File: src/rtl/param_seq_gen.sv
// Ramp/constant multi-channel sample generator feeding an output FIFO.
// Defining PARAM_SEQ_GEN_WRAP_EN enables the sticky accumulator-wrap flag.
module param_seq_gen #(
  parameter int X     = 1,
  parameter int FIVE  = 0,
  parameter int TWO   = 2,
  parameter int NCH   = 2,
  parameter int DEPTH = 4,
  parameter int LEN   = 8
) (
  input  logic       clk,
  input  logic       rst_n,
  input  logic       start,
  input  logic       stop,
  output logic       out_valid,
  input  logic       out_ready,
  output logic [X:0] out_data,
  output logic [3:0] out_chan,
  output logic [4:0] par,
  output logic       busy,
  output logic       done,
  output logic       wrap
);

  localparam int          AW       = $clog2(DEPTH);
  localparam int          LAST_I   = LEN - 1;
  localparam int          LAST_C   = NCH - 1;
  localparam logic [AW:0] FULL_CNT = DEPTH[AW:0];
  localparam logic [15:0] LAST_IDX = LAST_I[15:0];
  localparam logic [3:0]  LAST_CH  = LAST_C[3:0];
  localparam logic [X:0]  TWO_T    = TWO[X:0];
  localparam bit          RAMP     = (FIVE == 5);
  localparam logic [X:0]  STEP     = RAMP ? TWO_T : '0;

  typedef enum logic [1:0] {S_IDLE, S_RUN, S_DRAIN} state_t;

  state_t        r_state;
  state_t        w_next_state;
  logic [X:0]    r_acc [16];
  logic [3:0]    r_ch;
  logic [15:0]   r_sent;
  logic [X:0]    r_mem_data [DEPTH];
  logic [3:0]    r_mem_chan [DEPTH];
  logic [AW-1:0] r_wr_ptr;
  logic [AW-1:0] r_rd_ptr;
  logic [AW:0]   r_count;
  logic          r_done;

  logic          w_start;
  logic          w_push;
  logic          w_pop;
  logic          w_last;
  logic [X:0]    w_sample;

  assign w_start  = (r_state == S_IDLE) && start;
  // Fullness uses the pre-pop occupancy so a stalled consumer never lets us overrun.
  assign w_push   = (r_state == S_RUN) && !stop && (r_count != FULL_CNT);
  assign w_pop    = out_valid && out_ready;
  assign w_last   = w_push && (r_sent == LAST_IDX);
  assign w_sample = RAMP ? r_acc[r_ch] : TWO_T;

  // NOTE: state register uses non-blocking assignments; the next state is pure combinational.
  always_ff @(posedge clk or negedge rst_n) begin
    if (!rst_n) begin
      r_state <= S_IDLE;
      r_done  <= 1'b0;
    end else begin
      r_state <= w_next_state;
      r_done  <= (r_state == S_DRAIN) && (w_next_state == S_IDLE);
    end
  end

  // NOTE: default assigned first so no path leaves w_next_state unassigned (no latch).
  always_comb begin
    w_next_state = r_state;
    case (r_state)
      S_IDLE:  if (start) w_next_state = S_RUN;
      S_RUN:   if (stop || w_last) w_next_state = S_DRAIN;
      S_DRAIN: if (r_count == '0) w_next_state = S_IDLE;
      default: w_next_state = S_IDLE;
    endcase
  end

  always_ff @(posedge clk or negedge rst_n) begin
    if (!rst_n) begin
      for (int i = 0; i < 16; i++) r_acc[i] <= '0;
      r_ch   <= '0;
      r_sent <= '0;
    end else if (w_start) begin
      for (int i = 0; i < 16; i++) r_acc[i] <= '0;
      r_ch   <= '0;
      r_sent <= '0;
    end else if (w_push) begin
      r_acc[r_ch] <= r_acc[r_ch] + STEP;
      r_ch        <= (r_ch == LAST_CH) ? 4'd0 : r_ch + 4'd1;
      r_sent      <= r_sent + 16'd1;
    end
  end

  always_ff @(posedge clk or negedge rst_n) begin
    if (!rst_n) begin
      r_wr_ptr <= '0;
      r_rd_ptr <= '0;
      r_count  <= '0;
    end else begin
      if (w_push) r_wr_ptr <= r_wr_ptr + 1'b1;
      if (w_pop)  r_rd_ptr <= r_rd_ptr + 1'b1;
      case ({w_push, w_pop})
        2'b10:   r_count <= r_count + 1'b1;
        2'b01:   r_count <= r_count - 1'b1;
        default: r_count <= r_count;
      endcase
    end
  end

  // NOTE: storage is not reset; occupancy gates everything visible, so stale words never leak out.
  always_ff @(posedge clk) begin
    if (w_push) begin
      r_mem_data[r_wr_ptr] <= w_sample;
      r_mem_chan[r_wr_ptr] <= r_ch;
    end
  end

  assign out_valid = (r_count != '0);
  assign out_data  = out_valid ? r_mem_data[r_rd_ptr] : '0;
  assign out_chan  = out_valid ? r_mem_chan[r_rd_ptr] : 4'd0;
  assign par       = X[4:0];
  assign busy      = (r_state != S_IDLE);
  assign done      = r_done;

`ifdef PARAM_SEQ_GEN_WRAP_EN
  logic         r_wrap;
  logic [X+1:0] w_sum;

  assign w_sum = {1'b0, r_acc[r_ch]} + {1'b0, STEP};

  always_ff @(posedge clk or negedge rst_n) begin
    if (!rst_n)                    r_wrap <= 1'b0;
    else if (w_start)              r_wrap <= 1'b0;
    else if (w_push && w_sum[X+1]) r_wrap <= 1'b1;
  end

  assign wrap = r_wrap;
`else
  assign wrap = 1'b0;
`endif

endmodule
File: config.mk
export PLATFORM = sky130hd
export DESIGN_NAME = param_seq_gen
export DESIGN_NICKNAME = d
export VERILOG_FILES = /design/src/rtl/param_seq_gen.sv
export SDC_FILE = /design/constraint.sdc
export NUM_CORES = 1
export LEC_CHECK = 0
export BUFFER_PORTS_ARGS = -buffer_cell sky130_fd_sc_hd__buf_4
export CAP_MARGIN = 10
export CELL_PAD_IN_SITES_DETAIL_PLACEMENT = 1
export CELL_PAD_IN_SITES_GLOBAL_PLACEMENT = 1
export CORE_MARGIN = 1.5
export CORE_UTILIZATION = 37
export DETAILED_ROUTE_END_ITERATION = 16
export PLACE_DENSITY = 0.62
export SYNTH_ARGS = -nofsm -noshare
export SYNTH_HDL_FRONTEND = slang
export SYNTH_SLANG_ARGS = --single-unit
File: constraint.sdc
create_clock -name clk -period 5.14 [get_ports clk]
set_input_delay 1.028 -clock clk [delete_from_list [all_inputs] [get_ports clk]]
set_output_delay 1.028 -clock clk [all_outputs]
set_load 0.02 [all_outputs]
==> flow_summary.toml, run 1 <==
[worst_hold_path]
hp-start = "r_count[2]"
holdPathEnd = "r_count[2]"
whs_path_depth = 1
hold_path_class = "reg -> reg"

[cells_and_area]
fin_area_um2 = 2490
area_delta_synth_final_pct = 8.50
regArea_um2 = 1230
diodes = 0
nNetsFinal = 227
final_cell_mix = "dfrtp_1, edfxtp_1, nand3_1, nand2_1, buf_4"
mostFrequentLayoutCell = "dfrtp_1"
fill_cells = 683
fin_util = 0.418
drive_above_1_share = 0.117
multi_input_area_um2 = 953

[worst_setup_path]
worstSetupStartpointType = "input port"
worstPathArrival_ps = 3200
cp_data_required_time_ps = 5330
regToRegSetupSlack_ps = 2490
crit_path_frequent_cell = "xor2_1"
r2r_start = "r_count[0]"
r2r_end = "r_count[2]"
worstSetupPathType = "in -> reg"
cp_max_fo = 10
slowest_stage = "or3b_1"
endpoint_kind = "register"
cpPeakStageDelay_ps = 460
r2r_cells = 9
worstPathCellList = "buf_4 > or3b_1 > nor2_2 > clkinv_1 > ha_1 > inv_1 > fa_1 > xor2_1 > nor2_1 > xor2_1"

[placed_design]
place.gp.congestion = 0.807
io_buffers = 12
place_area_um2 = 2410
dp.final_hpwl_um = 3420
preCtsSetupSlack_ps = 1800

[yosys]
ys_seq_area_frac = 0.536
syn_inst = 204
yosysUniqueCellTypes = 37
avgSynthCellArea_um2 = 11.3
synth_edf_count = 16
synth-seq-cells = 46
ys.flop_type = "dfrtp_1"
syn_area_um2 = 2300
synth_warnings = 0
async_reset_ff_frac = 0.652

[sta]
fmax_mhz = 333
timing.final.crit_share = 0.584
hold_viol = 0
layout_min_cycle_time_ps = 3000
setup_tns_ps = 0
slew_violations = 0
rsz0062_at_grt = "false"
finalSetupViolations = 0
relSlewSlack = 0.496
fin_ws_ps = 2140
worst_pin_slew_ps = 756
skew_ps = 13.8

[global_routing]
antenna_found_initial = 0
grt_pass1_vias = 1571
track_usage = 0.159
grt_max_degree = 31
grt-ovfl-total = 0
grt_pass1_wl_um = 7820

[clock_network]
cts.htree.levels = 2
cts-root-buf = "clkbuf_8"
post_cts_resize_count = 0
numCtsBuffers = 5
clockBufferDepth = 2
clk_pin_slew_worst_paths_ps = 90
postCtsHoldBufs = 0
cts_setup_buffers = 0
insertion_delay_ps = 310
tritoncts = "built"
clkSinkCount = 46

[routing]
via_per_inst = 5.39
drt-total-wl_um = 4690
drt-pass1-iter-count = 4
drc = 0
vias = 1558
drt_iter0_drc = 81
post_drt_wl_per_cell_um = 16.2
ant_nets = 0

[floorplan]
initial_utilization = 0.386
dieArea_um2 = 6690
coreArea_um2 = 5960
chipHeight_um = 81.8
rows = 28
die_x_um = 81.8
ioPinCount = 20

[power_and_ir_drop]
finalPower_w = 0.00113
power_density_nw_per_um2 = 452
leakagePower_nw = 1.01
ir_worst_vdd_mv = 0.256

[flow_run]
drv_cap = 0

[status]
outcome = "complete, no violations"
==> power breakdown <==
group	internal, W	switching [W]	leakage (nW)
sequential	0.000449	0.0000786	0.550
clock	0.0000944	0.000122	0.0450
combinational	0.000171	0.000212	0.411
==> per-layer routing <==
metal / vias to the layer above / track usage / routed length (um)
met2: 24 / 0.248 / 2150
met5: - / 0 / 0
met1: 790 / 0.212 / 2320
li1: 737 / - / -
met4: 0 / 0.0712 / 85
met3: 7 / 0.0333 / 143
==> worst max-delay path: cells and delay by family <==
family | cells | cell delay, ps
AND/OR/NAND/NOR | 3 | 860
buffers and inverters | 3 | 520
adder cells (fa/ha/maj) | 2 | 490
XOR/XNOR | 2 | 290
==> cells by family (layout without fill, tap and decap cells) <==
kind of cell / after synthesis / after routing / share of synthesized area
buf+inv: 26 / 31 / 0.0572
simple gates: 76 / 76 / 0.190
flops: 46 / 46 / 0.536
compound gates: 27 / 27 / 0.0675
xor+xnor: 11 / 11 / 0.0419
other cells: 2 / 7 / 0.00327
mux: 7 / 7 / 0.0523
fa+ha+maj: 9 / 9 / 0.0523
==> synthesized netlist by cell type, types with 2 or more instances <==
library cell / n / area, um2
dfrtp_1: 30 / 751
edfxtp_1: 16 / 480
nand3_1: 13 / 65.1
nand2_1: 12 / 45.0
a21oi_1: 11 / 55.1
inv_1: 10 / 37.5
o21ai_0: 9 / 45.0
buf_4: 8 / 60.1
ha_1: 8 / 100
nor2_1: 8 / 30.0
or3_1: 8 / 50.1
and2_1: 6 / 37.5
xnor2_1: 6 / 52.6
o31ai_1: 5 / 37.5
xor2_1: 5 / 43.8
and3_1: 4 / 25.0
clkbuf_1: 4 / 15.0
mux4_2: 4 / 90.1
nand4_1: 4 / 25.0
nor3b_1: 4 / 30.0
nor4_1: 4 / 25.0
buf_2: 3 / 15.0
mux2i_1: 3 / 30.0
or4_1: 3 / 22.5
and4_1: 2 / 17.5
conb_1: 2 / 7.51
nor4b_1: 2 / 17.5
==> layout make-up <==
class,count,share of cell area
Tap cell,75,0.0377
Clock buffer,6,0.0291
Inverter,11,0.0166
Timing Repair Buffer,12,0.0361
Sequential cell,46,0.494
Multi-Input combinational cell,137,0.383
Clock inverter,2,0.00402
==> sequential cells by signal, summed over array words and instances (netlist names) <==
register / count
done: 1
r_ch: 4
r_state: 2
r_sent: 16
r_rd_ptr: 2
r_wr_ptr: 2
r_count: 3
r_mem_chan: 16
==> per-stage QoR <==
stage          hold slack, ps  instances
3_5_place_dp              521        281
5_1_grt                   560        289
3_3_place_gp              480        281
4_1_cts                   534        289
2_1_floorplan             461        209
6_report                  528        289
==> worst max path at each step <==
stage / end / depth (start not counted) / start / slack [ps]
2_1_floorplan: r_count[2] / 10 / stop / 2200
3_3_place_gp: r_count[2] / 10 / stop / 1920
3_5_place_dp: r_count[2] / 10 / stop / 1800
4_1_cts: r_count[2] / 10 / stop / 2130
5_1_grt: r_count[2] / 10 / stop / 1980
6_report: r_count[2] / 10 / stop / 2140
Note: power is estimated with default switching activity, not from simulation.
==> run 2: changes to the inputs <==
--- a/config.mk
+++ b/config.mk
@@ -5,6 +5,7 @@
 export SDC_FILE = /design/constraint.sdc
 export NUM_CORES = 1
 export LEC_CHECK = 0
+export ABC_AREA = 1
 export BUFFER_PORTS_ARGS = -buffer_cell sky130_fd_sc_hd__buf_4
 export CAP_MARGIN = 10
 export CELL_PAD_IN_SITES_DETAIL_PLACEMENT = 1
@@ -12,7 +13,7 @@
 export CORE_MARGIN = 1.5
 export CORE_UTILIZATION = 37
 export DETAILED_ROUTE_END_ITERATION = 16
-export PLACE_DENSITY = 0.62
+export PLACE_DENSITY = 0.65
 export SYNTH_ARGS = -nofsm -noshare
 export SYNTH_HDL_FRONTEND = slang
 export SYNTH_SLANG_ARGS = --single-unit
==> constraint.sdc (replaced) <==
create_clock -name clk -period 3.1 [get_ports clk]
set_input_delay 0.62 -clock clk [delete_from_list [all_inputs] [get_ports clk]]
set_output_delay 0.62 -clock clk [all_outputs]
set_load 0.02 [all_outputs]
==> flow_summary.toml, run 2 <==
[sta]
layout_min_cycle_time_ps = 2180
hold_viol = 0
rsz0062_at_grt = "false"
fmax_mhz = 458
slew_violations = 0
whs_ps = 241
skew_ps = 9.71
timing.final.crit_share = 0.704
setup_tns_ps = 0
finalSetupViolations = 0

[yosys]
synth_edf_count = 16
synth_commonest_cells = "nand2_1, nor2_1, inv_1"
async_reset_ff_frac = 0.652
synth-seq-cells = 46
ys_seq_area_frac = 0.509
yosysUniqueCellTypes = 28
yosys.cell_count.top_type = "nand2_1"
synth_area_leaders = "dfrtp_1, edfxtp_1, nand2_1"
yosys.area.top_type = "dfrtp_1"
avgSynthCellArea_um2 = 8.52
ys.flop_type = "dfrtp_1"
syn_inst = 284
netlist.area_leader.share = 0.310
synth_warnings = 0
syn_area_um2 = 2420

[clock_network]
numCtsBuffers = 5
cts-root-buf = "clkbuf_8"
cts_setup_buffers = 0
cts.htree.levels = 2
clkSinkCount = 46
tritoncts = "built"
clk_pin_slew_worst_paths_ps = 90
insertion_delay_ps = 300
clockBufferDepth = 2
post_cts_resize_count = 0
postCtsHoldBufs = 0

[cells_and_area]
reg.largest.list = "r_mem_chan: 16 flops, r_sent: 16 flops, r_ch: 4 flops"
finalNonFillerCells = 376
diodes = 0
area_delta_synth_final_pct = 11.2
mostFrequentLayoutCell = "nand2_1"
nNetsFinal = 312
final_cell_mix = "nand2_1, nor2_1, inv_1, dfrtp_1, o21ai_0"
drive_above_1_share = 0.104

[global_routing]
grt-ovfl-total = 0
grt_max_degree = 31
track_usage = 0.158
grt_pass1_vias = 1819
grt_pass1_wl_um = 8760
antenna_found_initial = 0

[placed_design]
place.gp.congestion = 0.759
dp.final_hpwl_um = 3760
io_buffers = 12
dp_cells = 368

[floorplan]
coreArea_um2 = 6350
rows = 29
dieArea_um2 = 7030
die_x_um = 83.9
ioPinCount = 20
chipHeight_um = 83.9
initial_utilization = 0.381

[worst_setup_path]
worstPathArrival_ps = 1560
worstSetupPathType = "reg -> out"
crit_family = "flip-flops"
cp_max_fo = 11
worstSetupStartpointType = "register"
endpoint_kind = "output port"
cp_data_required_time_ps = 2480
critPathBufInv = 2
worstPathCellList = "inv_1 > o21ai_0 > a21oi_1 > buf_4"
cpPeakStageDelay_ps = 570
slowest_stage = "dfrtp_1"

[routing]
drt-pass1-iter-count = 4
vias = 1831
post_drt_wl_per_cell_um = 13.6
drt-total-wl_um = 5120
ant_nets = 0
drc = 0
via_per_inst = 4.87
drt_iter0_drc = 54

[status]
outcome = "complete, no violations"

[power_and_ir_drop]
power_density_nw_per_um2 = 814
leakagePower_nw = 1.25
ir_worst_vdd_mv = 0.473

[worst_hold_path]
hold_path_class = "in -> async"

[flow_run]
drv_cap = 0
-- run 2: path summary, 6_finish.rpt --
| check | start | endpoint | slack, ps | cells past startpoint |
|---|---|---|---|---|
| max | r_rd_ptr[0] | out_chan[1] | 920 | 4 |
| min | rst_n | done | 240 | 1 |
| max reg2reg | r_count[0] | r_count[2] | 960 | 9 |
| min reg2reg | r_state[0] | done | 480 | 1 |
| max in group asynchronous | rst_n | r_ch[0] | 2550 | 1 |
| min in group clk | r_state[0] | done | 480 | 1 |
-- run 2: kinds of logic (layout without fill, tap and decap cells) --
logic type / after synthesis / after routing / synth area share
other: 2 / 7 / 0.00310
xor gates and xnor gates: 6 / 6 / 0.0217
buffers and inverters: 52 / 62 / 0.0967
and+or+nand+nor: 131 / 131 / 0.239
AOI/OAI and AO/OA: 38 / 38 / 0.0807
DFF: 46 / 46 / 0.509
adders and majority gates: 9 / 9 / 0.0496
-- run 2: cell type report --
type	count	area (um2)
Fill cell	765	3660
Sequential cell	46	1230
Clock buffer	5	68.8
Inverter	41	154
Multi-Input combinational cell	191	973
Timing Repair Buffer	13	97.6
Tap cell	77	96.3
Clock inverter	3	68.8
-- run 2: metrics by stage --
stage	setup slack [ps]	utilization	cell area [um2]	total power [W]
6_report	919	0.424	2690	0.00219
5_1_grt	697	0.424	2690	0.00235
4_1_cts	890	0.424	2690	0.00222
3_5_place_dp	903	0.402	2550	0.00168
3_3_place_gp	967	0.402	2550	0.00165
2_1_floorplan	1190	-	2440	0.00143
-- run 2: layer usage --
metal,GRT usage,vias to the layer above,share of wire
li1,-,930,-
met1,0.194,876,0.46
met2,0.279,19,0.50
met3,0.0356,6,0.026
met4,0.0447,0,0.013
met5,0,-,0
-- run 2: power by group --
part           switching, W  internal, W  leakage (nW)
Clock              0.000207     0.000323        0.0683
Combinational      0.000480     0.000276         0.631
Sequential         0.000141     0.000762         0.550
Total              0.000827      0.00136          1.25
==> run 3: changes to the inputs <==
--- a/config.mk
+++ b/config.mk
@@ -5,7 +5,7 @@
 export SDC_FILE = /design/constraint.sdc
 export NUM_CORES = 1
 export LEC_CHECK = 0
-export ABC_AREA = 1
+export ABC_AREA = 0
 export BUFFER_PORTS_ARGS = -buffer_cell sky130_fd_sc_hd__buf_4
 export CAP_MARGIN = 10
 export CELL_PAD_IN_SITES_DETAIL_PLACEMENT = 1
@@ -13,7 +13,7 @@
 export CORE_MARGIN = 1.5
 export CORE_UTILIZATION = 37
 export DETAILED_ROUTE_END_ITERATION = 16
-export PLACE_DENSITY = 0.65
+export PLACE_DENSITY = 0.62
 export SYNTH_ARGS = -nofsm -noshare
 export SYNTH_HDL_FRONTEND = slang
 export SYNTH_SLANG_ARGS = --single-unit
==> constraint.sdc (replaced) <==
create_clock -name clk -period 2.25 [get_ports clk]
set_input_delay 0.45 -clock clk [delete_from_list [all_inputs] [get_ports clk]]
set_output_delay 0.45 -clock clk [all_outputs]
set_load 0.02 [all_outputs]
==> flow_summary.toml, run 3 (synthesis gave the netlist of run 1 again) <==
[floorplan]
rows = 28
ioPinCount = 20
chipHeight_um = 81.8
initial_utilization = 0.386
coreArea_um2 = 5960
dieArea_um2 = 6690
die_x_um = 81.8

[worst_setup_path]
slowest_stage = "or4_1"
r2r_start = "r_state[1]"
worstSetupPathType = "reg -> reg"
worstSetupStartpointType = "register"
critPathLaunch = "r_state[1]"
cp_data_required_time_ps = 2470
cp_max_fo = 7
cpPeakStageDelay_ps = 540
critPathBufInv = 0
worstPathArrival_ps = 2360
worstPathCellList = "or3b_1 > or3_1 > or4_1 > a21oi_1"
crit_family = "simple AND/OR/NAND/NOR gates"
endpoint_kind = "register"

[placed_design]
dp.final_hpwl_um = 3810
place.gp.congestion = 0.800
io_buffers = 12
place_area_um2 = 2510

[sta]
fmax_mhz = 466
finalSetupViolations = 0
hold_viol = 0
timing.final.crit_share = 0.954
skew_ps = 3.02
slew_violations = 0
layout_min_cycle_time_ps = 2150
rsz0062_at_grt = "false"

[power_and_ir_drop]
intPower_w = 0.00183
p_sw_w = 0.000977
finalPower_w = 0.00280
power_density_nw_per_um2 = 1060
leakagePower_nw = 1.08
pwr-share-clk = 0.214
ir_worst_vdd_mv = 0.521
pwr-share-comb = 0.362
seqPwrFrac = 0.424
p_sw_frac = 0.349

[cells_and_area]
drive_above_1_share = 0.185
area_delta_synth_final_pct = 14.7
final_cell_mix = "dfrtp_1, buf_4, edfxtp_1, nand3_1, nand2_1"
fill_cells = 657
diodes = 0
reg.largest.list = "r_mem_chan: 16 flops, r_sent: 16 flops, r_ch: 4 flops"
nNetsFinal = 240
fin_util = 0.442
mostFrequentLayoutCell = "dfrtp_1"
fin_area_um2 = 2640

[global_routing]
grt_max_degree = 31
grt-ovfl-total = 0
track_usage = 0.171
grt_pass1_vias = 1691
grt_pass1_wl_um = 8450
antenna_found_initial = 0

[clock_network]
clkSinkCount = 46
clockBufferDepth = 2
numCtsBuffers = 5
clk_pin_slew_worst_paths_ps = 80
cts.htree.levels = 2
tritoncts = "built"
insertion_delay_ps = 290
cts-root-buf = "clkbuf_8"
postCtsHoldBufs = 0

[flow_run]
drv_cap = 0

[routing]
vias = 1608
drt_iter0_drc = 103
via_per_inst = 5.32
ant_nets = 0
post_drt_wl_per_cell_um = 16.9
drc = 0
drt-pass1-iter-count = 4
drt-total-wl_um = 5090

[status]
outcome = "complete, no violations"

[worst_hold_path]
hold_path_class = "in -> async"
==> run 3: changes by cell type in the layout (fill, tap and decap cells not counted), moves of 5 or more <==
cell	change
nand2_1	-37
and2_1	+6
o21ai_0	-13
nor2_1	-35
o31ai_1	+5
buf_4	+12
nand3_1	-8
or3_1	+7
inv_1	-27
==> run 3: routing by layer <==
metal | track usage | up-vias | wire length (um)
met5 | 0 | - | 0
met1 | 0.239 | 814 | 2470
met4 | 0.0559 | 0 | 51
met2 | 0.261 | 24 | 2410
met3 | 0.0389 | 6 | 157
li1 | - | 764 | -
==> run 3: layout make-up <==
type                            instances  area [um2]  share of cell area
Timing Repair Buffer                   25         188              0.0712
Clock buffer                            6        72.6              0.0275
Tap cell                               75        93.8              0.0356
Multi-Input combinational cell        137         968               0.368
Sequential cell                        46        1230               0.468
Inverter                               11        42.5              0.0161
Clock inverter                          2        37.5              0.0142
==> run 3: power by group through the flow <==
| stage | sequential [W] | clock (W) | combinational [W] |
|---|---|---|---|
| finish | 0.00119 | 0.000599 | 0.00102 |
| global route | 0.00122 | 0.000647 | 0.00113 |
| CTS | 0.00119 | 0.000618 | 0.00102 |
| detailed placement | 0.00120 | 0 | 0.00102 |
| global placement | 0.00119 | 0 | 0.000964 |
| floorplan | 0.00115 | 0 | 0.000679 |
==> run 3: metrics by stage <==
stage          instances  worst slack [ps]  setup TNS, ps  hold slack, ps
6_report             302               103              0            84.8
5_1_grt              302              33.7              0            96.6
4_1_cts              302              41.8              0            87.6
3_5_place_dp         294             -63.5           -172             413
3_3_place_gp         294              48.6              0             397
2_1_floorplan        209              20.7              0             154
==> run 3: worst reg2reg max path: stages (launching register included) <==
cell,delay [ps]
dfrtp_1,390
or3b_1,480
or3_1,500
or4_1,540
a21oi_1,170
==> run 3: path summary, 6_finish.rpt <==
check | endpoint | slack [ps] | depth (start not counted)
worst min register to register | r_count[2] | 520 | 1
max in group asynchronous | r_rd_ptr[0] | 1850 | 1
worst max-delay path | r_sent[14] | 100 | 4
worst min-delay path | r_wr_ptr[1] | 80 | 1
min in group clk | r_state[1] | 500 | 3
worst max register to register | r_sent[14] | 100 | 4
==> run 3: timing repair <==
item,in CTS,in global routing
buffers inserted,0,0
setup endpoints to repair,0,5
resized for setup,0,3
